$ cat src/rtl/oam_dma_ctrl.sv
// Sprite DMA sequencer: a CPU write to DMA_REG stalls the CPU, copies one
// page of CPU memory into OAM as READ/WRITE pairs, then releases the CPU.
// The stall is 513 cycles, or 514 when an ALIGN cycle is needed for parity.
//
// Strobe semantics: bus_ren and oam_wen are single-cycle, always-accepted
// strobes (no ready back-pressure). Memory answers a bus_ren one cycle later
// on bus_rdata, and that value is forwarded to oam_wdata in the WRITE cycle.
module oam_dma_ctrl #(
   parameter logic [15:0] DMA_REG  = 16'h4014,
   parameter int          XFER_LEN = 256
) (
   input  logic        clk,
   input  logic        rst,
   input  logic [15:0] cpu_addr,
   input  logic [7:0]  cpu_wdata,
   input  logic        cpu_wen,
   output logic        cpu_stall,
   output logic [15:0] bus_addr,
   output logic        bus_ren,
   input  logic [7:0]  bus_rdata,
   output logic [7:0]  oam_addr,
   output logic [7:0]  oam_wdata,
   output logic        oam_wen,
   output logic        busy,
   output logic        done
);

   typedef enum logic [2:0] {
      IDLE  = 3'd0,
      HALT  = 3'd1,
      ALIGN = 3'd2,
      READ  = 3'd3,
      WRITE = 3'd4
   } state_t;

   localparam logic [7:0] LAST_IDX = 8'(XFER_LEN - 1);

   state_t     state, state_n;
   logic [7:0] page, page_n;
   logic [7:0] idx, idx_n;
   logic       par;
   logic       trig;

   assign trig = cpu_wen && (cpu_addr == DMA_REG);

   // Next-state logic; the page and index only change on an accepted trigger
   // or when stepping to the next byte.
   always_comb begin
      state_n = state;
      page_n  = page;
      idx_n   = idx;
      case (state)
         IDLE: begin
            if (trig) begin
               state_n = HALT;
               page_n  = cpu_wdata;
               idx_n   = 8'h00;
            end
         end
         HALT:  state_n = par ? ALIGN : READ;
         ALIGN: state_n = READ;
         READ:  state_n = WRITE;
         WRITE: begin
            if (idx == LAST_IDX) begin
               state_n = IDLE;
            end else begin
               idx_n   = idx + 8'h01;
               state_n = READ;
            end
         end
         default: state_n = IDLE;
      endcase
   end

   // State registers plus outputs registered from the next-state decode, so
   // every output except oam_wdata comes straight from a flop.
   always_ff @(posedge clk or posedge rst) begin
      if (rst) begin
         state     <= IDLE;
         page      <= 8'h00;
         idx       <= 8'h00;
         par       <= 1'b0;
         cpu_stall <= 1'b0;
         bus_ren   <= 1'b0;
         bus_addr  <= 16'h0000;
         oam_wen   <= 1'b0;
         oam_addr  <= 8'h00;
         done      <= 1'b0;
      end else begin
         state     <= state_n;
         page      <= page_n;
         idx       <= idx_n;
         par       <= ~par;
         cpu_stall <= (state_n != IDLE);
         bus_ren   <= (state_n == READ);
         bus_addr  <= (state_n != IDLE) ? {page_n, idx_n} : 16'h0000;
         oam_wen   <= (state_n == WRITE);
         oam_addr  <= (state_n != IDLE) ? idx_n : 8'h00;
         done      <= (state == WRITE) && (state_n == IDLE);
      end
   end

   // Read data arrives one cycle after bus_ren, i.e. during WRITE.
   assign oam_wdata = oam_wen ? bus_rdata : 8'h00;
   assign busy      = cpu_stall;

endmodule

$ cat config.mk
export PLATFORM = sky130hd
export DESIGN_NAME = oam_dma_ctrl
export DESIGN_NICKNAME = d
export VERILOG_FILES = /design/src/rtl/oam_dma_ctrl.sv
export SDC_FILE = /design/constraint.sdc
export NUM_CORES = 1
export LEC_CHECK = 0
export CELL_PAD_IN_SITES_DETAIL_PLACEMENT = 1
export CELL_PAD_IN_SITES_GLOBAL_PLACEMENT = 2
export CORE_ASPECT_RATIO = 1.75
export CORE_MARGIN = 4
export CORE_UTILIZATION = 26
export CTS_CLUSTER_DIAMETER = 200
export CTS_CLUSTER_SIZE = 28
export DETAILED_ROUTE_END_ITERATION = 8
export GPL_TIMING_DRIVEN = 0
export PLACE_DENSITY = 0.87
export SYNTH_ARGS = -nofsm -noshare
export SYNTH_HDL_FRONTEND = slang
export SYNTH_SLANG_ARGS = --single-unit
$ cat constraint.sdc
create_clock -name clk -period 2.5 [get_ports clk]
set_clock_uncertainty 0.15 [all_clocks]
set_input_delay 0.5 -clock clk [delete_from_list [all_inputs] [get_ports clk]]
set_output_delay 0.5 -clock clk [all_outputs]
set_load 0.05 [all_outputs]
==> reports/metrics.yaml <==
outcome:
  status: "finished, final reports clean"
synthesis:
  syn-instance-count: 159
  synthFlopType: "dfrtp_1"
  synth_nets: 195
  synth_area_um2: 1790
  synthArstFlopShare_pct: 100
  ys.warnings.count: 0
  avgSynthCellArea_um2: 11.3
  ys_ff_latch: 40
  yosysSeqAreaShare_pct: 55.9
  netlist-cell-type-count: 40
  synth_edf_count: 0
final_layout:
  fill_cells: 762
  syn2layout_area_growth_pct: 53.7
  seq_area_um2: 1000
  antenna_cells: 0
  drive_above_1_share_pct: 13.4
  final_cells: 321
  multi_input_area_um2: 672
  nNetsFinal: 275
  final_area_um2: 2750
setup_path:
  crit_path_end_kind: "flip-flop"
  cp_cell_sequence: "clkdlybuf4s50_1, nor4bb_1, nand2_1, nor4b_4, buf_4, buf_6, mux2_1"
  path_class: "input pin to flip-flop"
  cp_top_family: "simple AND/OR/NAND/NOR gates"
  reg2reg_from: "state[2]"
  cp_slowest_cell: "clkdlybuf4s50_1"
  worstSetupStartpointType: "input pin"
  rr_endpoint: "page[5]"
  required_ns: 2.52
  critPathArrivalTime_ns: 2.41
  crit_buf_inv: 3
  critPathMaxStageDelay_ns: 0.44
  cp_max_fo: 10
  reg2reg_slack_ns: 0.37
  r2r_cells: 6
timing:
  timing.final.crit_share_pct: 95.6
  slew_headroom_pct: 43.7
  tightest_slew_ns: 0.843
  drv_slew: 0
  hold_viol: 0
  max_freq_mhz: 419
  setup_viol: 0
  fin_crit_ns: 2.39
  timing.hold.ws_ns: 0.267
detailed_routing:
  first_iter_violations: 25
  routed_wl_um: 4760
  dr_total_vias: 1493
  wire_per_inst_um: 14.8
  drcViolationCount: 0
  drt.antenna.violating_nets: 0
  drt-vias-per-instance: 4.65
  drt_first_pass_iters: 4
die:
  io_pins: 72
  dieArea_um2: 8330
  die_w_um: 70.7
  core_um2: 6640
  rows: 39
  initial_core_util_pct: 27.0
  die_h_um: 118
power:
  ir_drop_uv: 528
  pwr-share-comb_pct: 54.7
  cellLeakagePower_uw: 0.00125
  seqPwrFrac_pct: 27.2
  p_sw_uw: 1570
  pwr-share-clk_pct: 18.1
  swShare_pct: 46.2
  intPower_uw: 1830
  power-per-cell-area_nw_per_um2: 1230
run:
  drv_cap: 0
clock_tree:
  cts_tree: "done"
  cts_buffers: 5
  cts_buffer_depth: 2
  insertion_delay_ns: 0.29
  cts_hold_buf: 0
  clock-root-buffer: "clkbuf_16"
  cts.htree.levels: 2
  cts_num_sinks: 40
  clkTransAtPathRegs_ns: 0.06
global_route:
  grt_usage_pct: 12.3
  antenna_found_initial: 0
  grt_pass1_vias: 1646
  grt_overflow_total: 0
  grt_max_degree: 41
  grt_pass1_wl_um: 8070
min_path:
  holdCritPathClass: "flip-flop to flip-flop"
  hp-start: "par"
  min_path_cells: 1
  hold-path-endpoint: "par"
placed_design:
  placed_cells: 312
  postPlaceCellArea_um2: 2600
  routabilityCongestion: 0.765
  io_buffers: 71
  dpl.hpwl_um: 3660
-- cell usage in the layout (no fill, tap or decap), drive strengths merged, types with 2 or more instances in the layout --
master / netlist / final
a21oi: 5 / 5
a22o: 8 / 8
and2: 9 / 9
buf: 14 / 16
clkbuf: 2 / 7
clkdlybuf4s50: 0 / 63
dfrtp: 40 / 40
dlygate4sd2: 0 / 8
inv: 4 / 4
mux2: 8 / 8
mux2i: 4 / 4
nand2: 7 / 7
nand3: 4 / 4
nor2: 18 / 18
nor3: 3 / 3
nor3b: 2 / 2
nor4: 2 / 2
nor4b: 2 / 2
o21ai: 9 / 9
xor2: 2 / 2
-- layer usage --
metal	track usage, %	wire (µm)
met3	3.42	294
met5	0	0
met1	12.8	1780
met4	6.71	128
met2	21.7	2560
-- power groups by stage --
stage / Combinational (µW) / Sequential, µW / Clock, µW
floorplan: 982 / 1240 / 0
global placement: 1870 / 935 / 0
detailed placement: 1900 / 940 / 0
CTS: 1890 / 931 / 634
global route: 1990 / 952 / 661
finish: 1860 / 925 / 613
-- worst max-delay path by stage --
| stage | from | to | slack (ns) | depth (start not counted) |
|---|---|---|---|---|
| after CTS | cpu_addr[4] | page[5] | 0.004 | 6 |
| final | cpu_addr[4] | page[5] | 0.11 | 7 |
| after global placement | cpu_addr[4] | page[3] | -0.30 | 6 |
| after detailed placement | cpu_addr[4] | page[5] | -0.30 | 6 |
| after floorplan | cpu_addr[9] | page[3] | 0.38 | 5 |
| after global routing | cpu_addr[4] | page[4] | -0.01 | 7 |
-- flip-flops by register name, indices dropped and copies added (netlist names) --
register,cells
par,1
state,3
idx,8
oam_wen,1
oam_addr,7
page,8
done,1
bus_ren,1
busy,1
bus_addr,9
-- kinds of logic (layout without fill, tap and decap cells) --
logic type / count (synthesis) / in the layout / synth area share (%)
simple gates: 56 / 56 / 17.8
flops: 40 / 40 / 55.9
compound gates: 27 / 27 / 9.99
buf+inv: 20 / 100 / 6.92
mux: 12 / 12 / 7.27
xor+xnor: 3 / 3 / 1.47
fa+ha+maj: 1 / 1 / 0.699
-- layout make-up --
type	instances	area share [%]
Multi-Input combinational cell	99	24.4
Inverter	4	0.545
Buffer	16	3.95
Clock buffer	5	4.55
Sequential cell	40	36.4
Clock inverter	2	0.455
Timing Repair Buffer	73	26.0
Tap cell	82	3.73
-- through the flow --
stage          utilization [%]  power [µW]  worst slack, ns  TNS (ns)
2_1_floorplan                -        2220            0.384         0
3_3_place_gp              39.2        2800           -0.305     -3.42
3_5_place_dp              39.2        2840           -0.297     -3.07
4_1_cts                   41.2        3460          0.00374         0
5_1_grt                   41.5        3600          -0.0112   -0.0153
6_report                  41.5        3400            0.111         0
-- cells in the mapped netlist, types with 3 or more instances --
library cell / instances / area (µm²)
mux2_1: 4 / 45.0
dfrtp_1: 40 / 1000
mux2_2: 4 / 45.0
inv_1: 4 / 15.0
nor3_1: 3 / 15.0
a22o_1: 8 / 70.1
nand3_1: 4 / 20.0
buf_4: 10 / 75.1
o21ai_0: 8 / 40.0
mux2i_1: 4 / 40.0
nor2_1: 18 / 67.6
nand2_1: 7 / 26.3
and2_1: 9 / 56.3
buf_2: 3 / 15.0
a21oi_1: 5 / 25.0
-- repair_timing --
item,in CTS,in global routing
setup endpoints to repair,8,4
gates resized for setup,8,1
buffers inserted,0,2
pin swaps,0,1
Power figures use the tool's default switching activity.
